**src/rtl/crc_define.sv**
```systemverilog
// Shared CRC definitions: mode and FSM encodings, per-mode width/byte-count/polynomial lookup, bit-reversal helpers.
// Latency: n/a (types and pure functions only).
// Backpressure: n/a.
package crc_define;

    // CRC mode selection as presented on mode_i
    typedef enum logic [1:0] {
        MODE_CRC8        = 2'd0,  // poly 0x07
        MODE_CRC16_CCITT = 2'd1,  // poly 0x1021
        MODE_CRC16_IBM   = 2'd2,  // poly 0x8005
        MODE_CRC32       = 2'd3   // poly 0x04C11DB7
    } crc_mode_t;

    // Frame checker FSM states
    typedef enum logic [1:0] {
        ST_IDLE  = 2'd0,
        ST_RECV  = 2'd1,
        ST_CHECK = 2'd2,
        ST_DONE  = 2'd3
    } state_t;

    localparam logic [2:0] BYTE_CNT_MAX = 3'd7;

    // Number of trailing CRC bytes carried by a frame
    function automatic logic [2:0] crc_nbytes(input crc_mode_t m);
        logic [2:0] n;
        case (m)
            MODE_CRC8:  n = 3'd1;
            MODE_CRC32: n = 3'd4;
            default:    n = 3'd2;
        endcase
        return n;
    endfunction

    // Mask selecting the low W bits of a 32-bit container
    function automatic logic [31:0] crc_mask(input crc_mode_t m);
        logic [31:0] k;
        case (m)
            MODE_CRC8:  k = 32'h0000_00FF;
            MODE_CRC32: k = 32'hFFFF_FFFF;
            default:    k = 32'h0000_FFFF;
        endcase
        return k;
    endfunction

    // Generator polynomial, right-aligned, implicit top bit omitted
    function automatic logic [31:0] crc_poly(input crc_mode_t m);
        logic [31:0] p;
        case (m)
            MODE_CRC8:        p = 32'h0000_0007;
            MODE_CRC16_CCITT: p = 32'h0000_1021;
            MODE_CRC16_IBM:   p = 32'h0000_8005;
            default:          p = 32'h04C1_1DB7;
        endcase
        return p;
    endfunction

    // Left shift that aligns a W-bit CRC to bit 31 (32 - W)
    function automatic logic [4:0] crc_align(input crc_mode_t m);
        logic [4:0] s;
        case (m)
            MODE_CRC8:  s = 5'd24;
            MODE_CRC32: s = 5'd0;
            default:    s = 5'd16;
        endcase
        return s;
    endfunction

    // Reverse the bit order of a byte
    function automatic logic [7:0] bitrev8(input logic [7:0] v);
        logic [7:0] r;
        r = '0;
        for (int i = 0; i < 8; i++) begin
            r[i] = v[7-i];
        end
        return r;
    endfunction

    // Reverse the bit order of the low W bits; upper bits come out zero
    function automatic logic [31:0] bitrev_w(input crc_mode_t m, input logic [31:0] v);
        logic [31:0] r;
        r = '0;
        case (m)
            MODE_CRC8: begin
                for (int i = 0; i < 8; i++) begin
                    r[i] = v[7-i];
                end
            end
            MODE_CRC32: begin
                for (int i = 0; i < 32; i++) begin
                    r[i] = v[31-i];
                end
            end
            default: begin
                for (int i = 0; i < 16; i++) begin
                    r[i] = v[15-i];
                end
            end
        endcase
        return r;
    endfunction

endpackage

```
**src/rtl/crc_byte_step.sv**
```systemverilog
// One byte of MSB-first CRC division for any of the four supported polynomials.
// Latency: purely combinational.
// Backpressure: none; the caller decides when the result is registered.
module crc_byte_step
    import crc_define::*;
(
    input  logic [7:0]  data_i,
    input  logic [31:0] crc_i,
    input  crc_mode_t   mode_i,
    output logic [31:0] crc_o
);

    logic [4:0]  sh;
    logic [31:0] poly_al;
    logic [31:0] acc;

    // Work left-aligned at bit 31 so one datapath serves every width,
    // then shift back down, which zero-extends the W-bit result.
    always_comb begin
        sh      = crc_align(mode_i);
        poly_al = crc_poly(mode_i) << sh;
        acc     = (crc_i << sh) ^ {data_i, 24'd0};
        for (int i = 0; i < 8; i++) begin
            if (acc[31]) begin
                acc = (acc << 1) ^ poly_al;
            end else begin
                acc = acc << 1;
            end
        end
        crc_o = acc >> sh;
    end

endmodule

```
**src/rtl/crc_check.sv**
```systemverilog
// Streams a frame (payload + trailing CRC, MSB first), recomputes its CRC and flags pass / short-frame error.
// Latency: last byte accepted at cycle T -> done_o at T+2, next byte accepted at T+3.
// Backpressure: ready_o high in IDLE/RECV, low while the result is evaluated. Macro CRC_CHECK_CNT_EN adds pass/fail counters.
module crc_check
    import crc_define::*;
(
    input  logic        clk_i,
    input  logic        rst_i,
    input  logic [1:0]  mode_i,
    input  logic [31:0] init_i,
    input  logic [31:0] xorv_i,
    input  logic        revin_i,
    input  logic        revout_i,
    input  logic [7:0]  data_i,
    input  logic        valid_i,
    input  logic        last_i,
    output logic        ready_o,
    output logic        done_o,
    output logic        pass_o,
    output logic        err_o,
    output logic [31:0] crc_o
`ifdef CRC_CHECK_CNT_EN
    ,
    output logic [15:0] pass_cnt_o,
    output logic [15:0] fail_cnt_o
`endif
);

    state_t      state;
    crc_mode_t   mode_lat;
    logic [31:0] xorv_lat;
    logic        revin_lat;
    logic        revout_lat;
    logic [31:0] shift_buf;
    logic [2:0]  fill;
    logic [2:0]  byte_cnt;
    logic [31:0] crc_reg;

    logic        accept;
    logic [2:0]  n_lat;
    logic        feed;
    logic [7:0]  oldest;
    logic [7:0]  step_in;
    logic [31:0] step_out;
    logic [31:0] computed;
    logic [31:0] received;
    logic        short_frame;
    logic        match;

    assign accept = valid_i && ready_o;
    assign n_lat  = crc_nbytes(mode_lat);
    assign feed   = accept && (state == ST_RECV) && (fill == n_lat);

    // Pick the oldest byte still inside the N-byte window and optionally reflect it
    always_comb begin
        oldest = shift_buf[15:8];
        case (mode_lat)
            MODE_CRC8:  oldest = shift_buf[7:0];
            MODE_CRC32: oldest = shift_buf[31:24];
            default:    oldest = shift_buf[15:8];
        endcase
        step_in = revin_lat ? bitrev8(oldest) : oldest;
    end

    crc_byte_step u_step (
        .data_i (step_in),
        .crc_i  (crc_reg),
        .mode_i (mode_lat),
        .crc_o  (step_out)
    );

    // Final CRC and comparison against the bytes left in the window
    always_comb begin
        computed    = (revout_lat ? bitrev_w(mode_lat, crc_reg) : crc_reg)
                      ^ (xorv_lat & crc_mask(mode_lat));
        received    = shift_buf & crc_mask(mode_lat);
        short_frame = (byte_cnt <= n_lat);
        match       = (computed == received);
    end

    // Frame FSM with registered handshake and result outputs
    always_ff @(posedge clk_i) begin
        if (rst_i) begin
            state      <= ST_IDLE;
            mode_lat   <= MODE_CRC8;
            xorv_lat   <= '0;
            revin_lat  <= 1'b0;
            revout_lat <= 1'b0;
            shift_buf  <= '0;
            fill       <= '0;
            byte_cnt   <= '0;
            crc_reg    <= '0;
            ready_o    <= 1'b1;
            done_o     <= 1'b0;
            pass_o     <= 1'b0;
            err_o      <= 1'b0;
            crc_o      <= '0;
        end else begin
            case (state)
                ST_IDLE: begin
                    if (accept) begin
                        // Configuration is frozen for the whole frame here
                        mode_lat   <= crc_mode_t'(mode_i);
                        xorv_lat   <= xorv_i;
                        revin_lat  <= revin_i;
                        revout_lat <= revout_i;
                        crc_reg    <= init_i & crc_mask(crc_mode_t'(mode_i));
                        shift_buf  <= {24'd0, data_i};
                        fill       <= 3'd1;
                        byte_cnt   <= 3'd1;
                        if (last_i) begin
                            state   <= ST_CHECK;
                            ready_o <= 1'b0;
                        end else begin
                            state   <= ST_RECV;
                        end
                    end
                end
                ST_RECV: begin
                    if (accept) begin
                        // The byte falling out of the N-byte window is payload
                        if (feed) begin
                            crc_reg <= step_out;
                        end
                        shift_buf <= {shift_buf[23:0], data_i};
                        if (fill != n_lat) begin
                            fill <= fill + 3'd1;
                        end
                        if (byte_cnt != BYTE_CNT_MAX) begin
                            byte_cnt <= byte_cnt + 3'd1;
                        end
                        if (last_i) begin
                            state   <= ST_CHECK;
                            ready_o <= 1'b0;
                        end
                    end
                end
                ST_CHECK: begin
                    pass_o <= match && !short_frame;
                    err_o  <= short_frame;
                    crc_o  <= computed;
                    done_o <= 1'b1;
                    state  <= ST_DONE;
                end
                ST_DONE: begin
                    done_o  <= 1'b0;
                    ready_o <= 1'b1;
                    state   <= ST_IDLE;
                end
                default: begin
                    state   <= ST_IDLE;
                    ready_o <= 1'b1;
                    done_o  <= 1'b0;
                end
            endcase
        end
    end

`ifdef CRC_CHECK_CNT_EN
    // Saturating frame statistics; short frames count as failures
    always_ff @(posedge clk_i) begin
        if (rst_i) begin
            pass_cnt_o <= '0;
            fail_cnt_o <= '0;
        end else if (state == ST_CHECK) begin
            if (match && !short_frame) begin
                if (pass_cnt_o != 16'hFFFF) begin
                    pass_cnt_o <= pass_cnt_o + 16'd1;
                end
            end else begin
                if (fail_cnt_o != 16'hFFFF) begin
                    fail_cnt_o <= fail_cnt_o + 16'd1;
                end
            end
        end
    end
`endif

endmodule
```
**config.mk**
```make
export PLATFORM = sky130hd
export DESIGN_NAME = crc_check
export DESIGN_NICKNAME = d
export VERILOG_FILES = /design/src/rtl/crc_define.sv /design/src/rtl/crc_byte_step.sv /design/src/rtl/crc_check.sv
export SDC_FILE = /design/constraint.sdc
export NUM_CORES = 1
export LEC_CHECK = 0
export CAP_MARGIN = 20
export CORE_UTILIZATION = 35
export DETAILED_ROUTE_END_ITERATION = 10
export HOLD_SLACK_MARGIN = 0.02
export PLACE_DENSITY_LB_ADDON = 0.25
export SLEW_MARGIN = 30
export SYNTH_ARGS = -nofsm -noshare
export SYNTH_HDL_FRONTEND = slang
export SYNTH_SLANG_ARGS = --single-unit
```
**constraint.sdc**
```tcl
create_clock -name clk_i -period 6.1 [get_ports clk_i]
set_input_delay 0.61 -clock clk_i [delete_from_list [all_inputs] [get_ports clk_i]]
set_output_delay 0.61 -clock clk_i [all_outputs]
set_load 0.05 [all_outputs]
```
==> flow_metrics.tcl <==
set metrics [dict create \
    finalCritPeriodShare 0.952 \
    area_growth_pct 18.7 \
    grt_pass1_wl_um 74700 \
    num_vias 12800 \
    cts_hold_buf 0 \
    drt_wl_total_um 49700 \
    fin_crit_ns 5.81 \
    gp_congestion 0.966 \
    ioPinCount 116 \
    max-cap-violations 0 \
    r2r_cells 17 \
    synth_area_per_cell_sq_um 7.60 \
    critical_path_class "reg2reg" \
    start_util 0.358 \
    synth_common_cells "240 x nand2_1, 173 x nor2_1, 152 x xnor2_1" \
    wl_met1_um 20900 \
    worst-path-max-fanout 9 \
    synth.most_common_cell "nand2_1" \
    synth_area_sq_um 12500 \
    seq_area_frac_synth 0.231 \
    clock-skew-final_ns 0.0115 \
    synth_top_family_by_area "compound AO/OA/AOI/OAI gates" \
    overflow 0 \
    ctsHtreeMaxLevel 4 \
    yosys.area.top_type "dfxtp_1" \
    worst_hold_path_type "reg2reg" \
    drv_slew 0 \
    numPortBuffers 115 \
    cp-end-kind "flop" \
    synth-warning-count 0 \
    min_path_cells 2 \
    netlist_instances 1641 \
    die_height_um 191 \
    dp.cells 2136 \
    syn_nets 1739 \
    post-place-ws_ns 0.0808 \
    cts.reportedPaths.clkPinSlew_ns 0.06 \
    grt_pass1_vias 11900 \
    clock_sinks 144 \
    cts_buffer_depth 2 \
    hpwl_um 37300 \
    final.setup.tns_ns 0 \
    drive_above_1_share 0.106 \
    clockRootBuffer "clkbuf_16" \
    hold_violations 0 \
    synth_top_area_frac 0.231 \
    synth_mux_area_frac 0.0686 \
    drt.antenna.violating_nets 0 \
    cts_buffers 17 \
    cts_tree "done" \
    status "completed" \
    yosys-top-cells-area "dfxtp_1 23%, xnor2_1 11%, nand2_1 7.2%" \
    synth_cell_type_count 94 \
    num_rows 68 \
    synth-main-ff-cell "dfxtp_1" \
    synth-simple-area-share 0.215 \
    setup_slack_ns 0.294 \
    design.core.area_sq_um 34800 \
    cp.arrival_ns 6.10 \
    worstPathRequired_ns 6.39 \
    worst_pin_slew_ns 1.02 \
    drt_drc_violations_left 0 \
    first_pass_iters 6 \
    met2_length_um 22200 \
    synth_compound_gate_area_share 0.234 \
    synth_xor_area_frac 0.183 \
    ys_async_sr_fraction 0 \
    fmaxAchievable_mhz 172 \
    grt_max_degree 102 \
    antenna_found_initial 0 \
    die_w_um 191 \
    clock_latency_ns 0.43 \
    grt_use_total 0.274 \
    layout.nets 1801 \
    cp-start-kind "flop" \
    route.met3.wl_um 3870 \
    synthAdderAreaFrac 0.0181 \
    drt_iter0_markers 1534 \
    highest_layer "met4" \
    synth-edff-count 0 \
    setup_violations 0 \
    routedWlPerCell_um 22.9 \
    synth-seq-cells 144 \
    maxSlewHeadroom 0.317 \
    stdcell_count 2170 \
    antennaDiodeCount 0 \
    die_area_sq_um 36400 \
    via_per_inst 5.88 \
]
## metal layers
metal | up-vias | global-route usage
li1 | 5923 | -
met1 | 6062 | 0.362
met2 | 638 | 0.428
met3 | 130 | 0.0405
met4 | 0 | 0.146
met5 | - | 0
## metrics by stage
stage               hold WS [ns]  area (sq um)   util
floorplan                  0.432         12500      -
CTS                        0.458         14700  0.422
global placement           0.447         14100  0.406
finish                     0.456         14800  0.425
detailed placement         0.449         14100  0.406
global route               0.487         14800  0.425
## placed cells by master (no fill, tap or decap), types with 15 or more instances in the layout
master / Yosys / final
and3_1: 17 / 16
o211ai_1: 18 / 18
clkbuf_16: 0 / 17
nand2_1: 240 / 240
clkdlybuf4s50_1: 0 / 114
a22oi_1: 50 / 50
a21oi_1: 137 / 137
a31oi_1: 26 / 25
o21ai_0: 56 / 56
ha_1: 18 / 15
nor2b_1: 32 / 32
dfxtp_1: 144 / 143
a211oi_1: 28 / 28
xnor2_1: 152 / 149
nand3_1: 28 / 27
nor3_1: 33 / 33
xor2_1: 41 / 41
buf_4: 3 / 66
nor2_1: 173 / 170
inv_1: 18 / 18
mux2i_1: 51 / 51
## final timing paths
| path | start | end | slack (ns) |
|---|---|---|---|
| setup / recovery | mode_lat[1] | crc_reg[28] | 0.29 |
| hold / removal | xorv_lat[28] | xorv_lat[28] | 0.46 |
| setup reg to reg | mode_lat[1] | crc_reg[28] | 0.29 |
| hold reg to reg | xorv_lat[28] | xorv_lat[28] | 0.46 |
## kinds of logic after synthesis
group	Yosys count
xor+xnor	221
compound gates	439
fa+ha+maj	18
buf+inv	159
simple gates	592
mux	68
flops	144
## worst max-delay path: stages (launching register included)
cell and delay [ns]:
dfxtp_1 0.43, inv_1 0.13, ha_1 0.32, a22o_1 0.30, mux4_2 0.53, mux2i_1 0.49
a211o_1 0.22, nand3_2 0.15, xnor2_2 0.43, o211ai_1 0.19, a211o_1 0.32, a31oi_4 0.36
xor2_4 0.34, o21ai_2 0.19, a21oi_1 0.28, xnor3_1 0.51, a221oi_2 0.38, nor3_1 0.08
## cell type report
type / count / area, sq um
Multi-Input combinational cell: 1338 / 9080
Clock buffer: 21 / 450
Inverter: 21 / 78.8
Tap cell: 455 / 569
Timing Repair Buffer: 181 / 1650
Sequential cell: 144 / 2890
Clock inverter: 10 / 90.1
Fill cell: 3542 / 20000
## timing repair
| action | in CTS | in global routing |
|---|---|---|
| setup buffers | 0 | 3 |
| setup endpoints to repair | 0 | 27 |
| endpoints found under the hold margin | 0 | 0 |
| resized for setup | 0 | 16 |
Power is left out: the tool's default activity adds up to more than one toggle a clock period on the data nets, which glitch-free logic cannot reach.
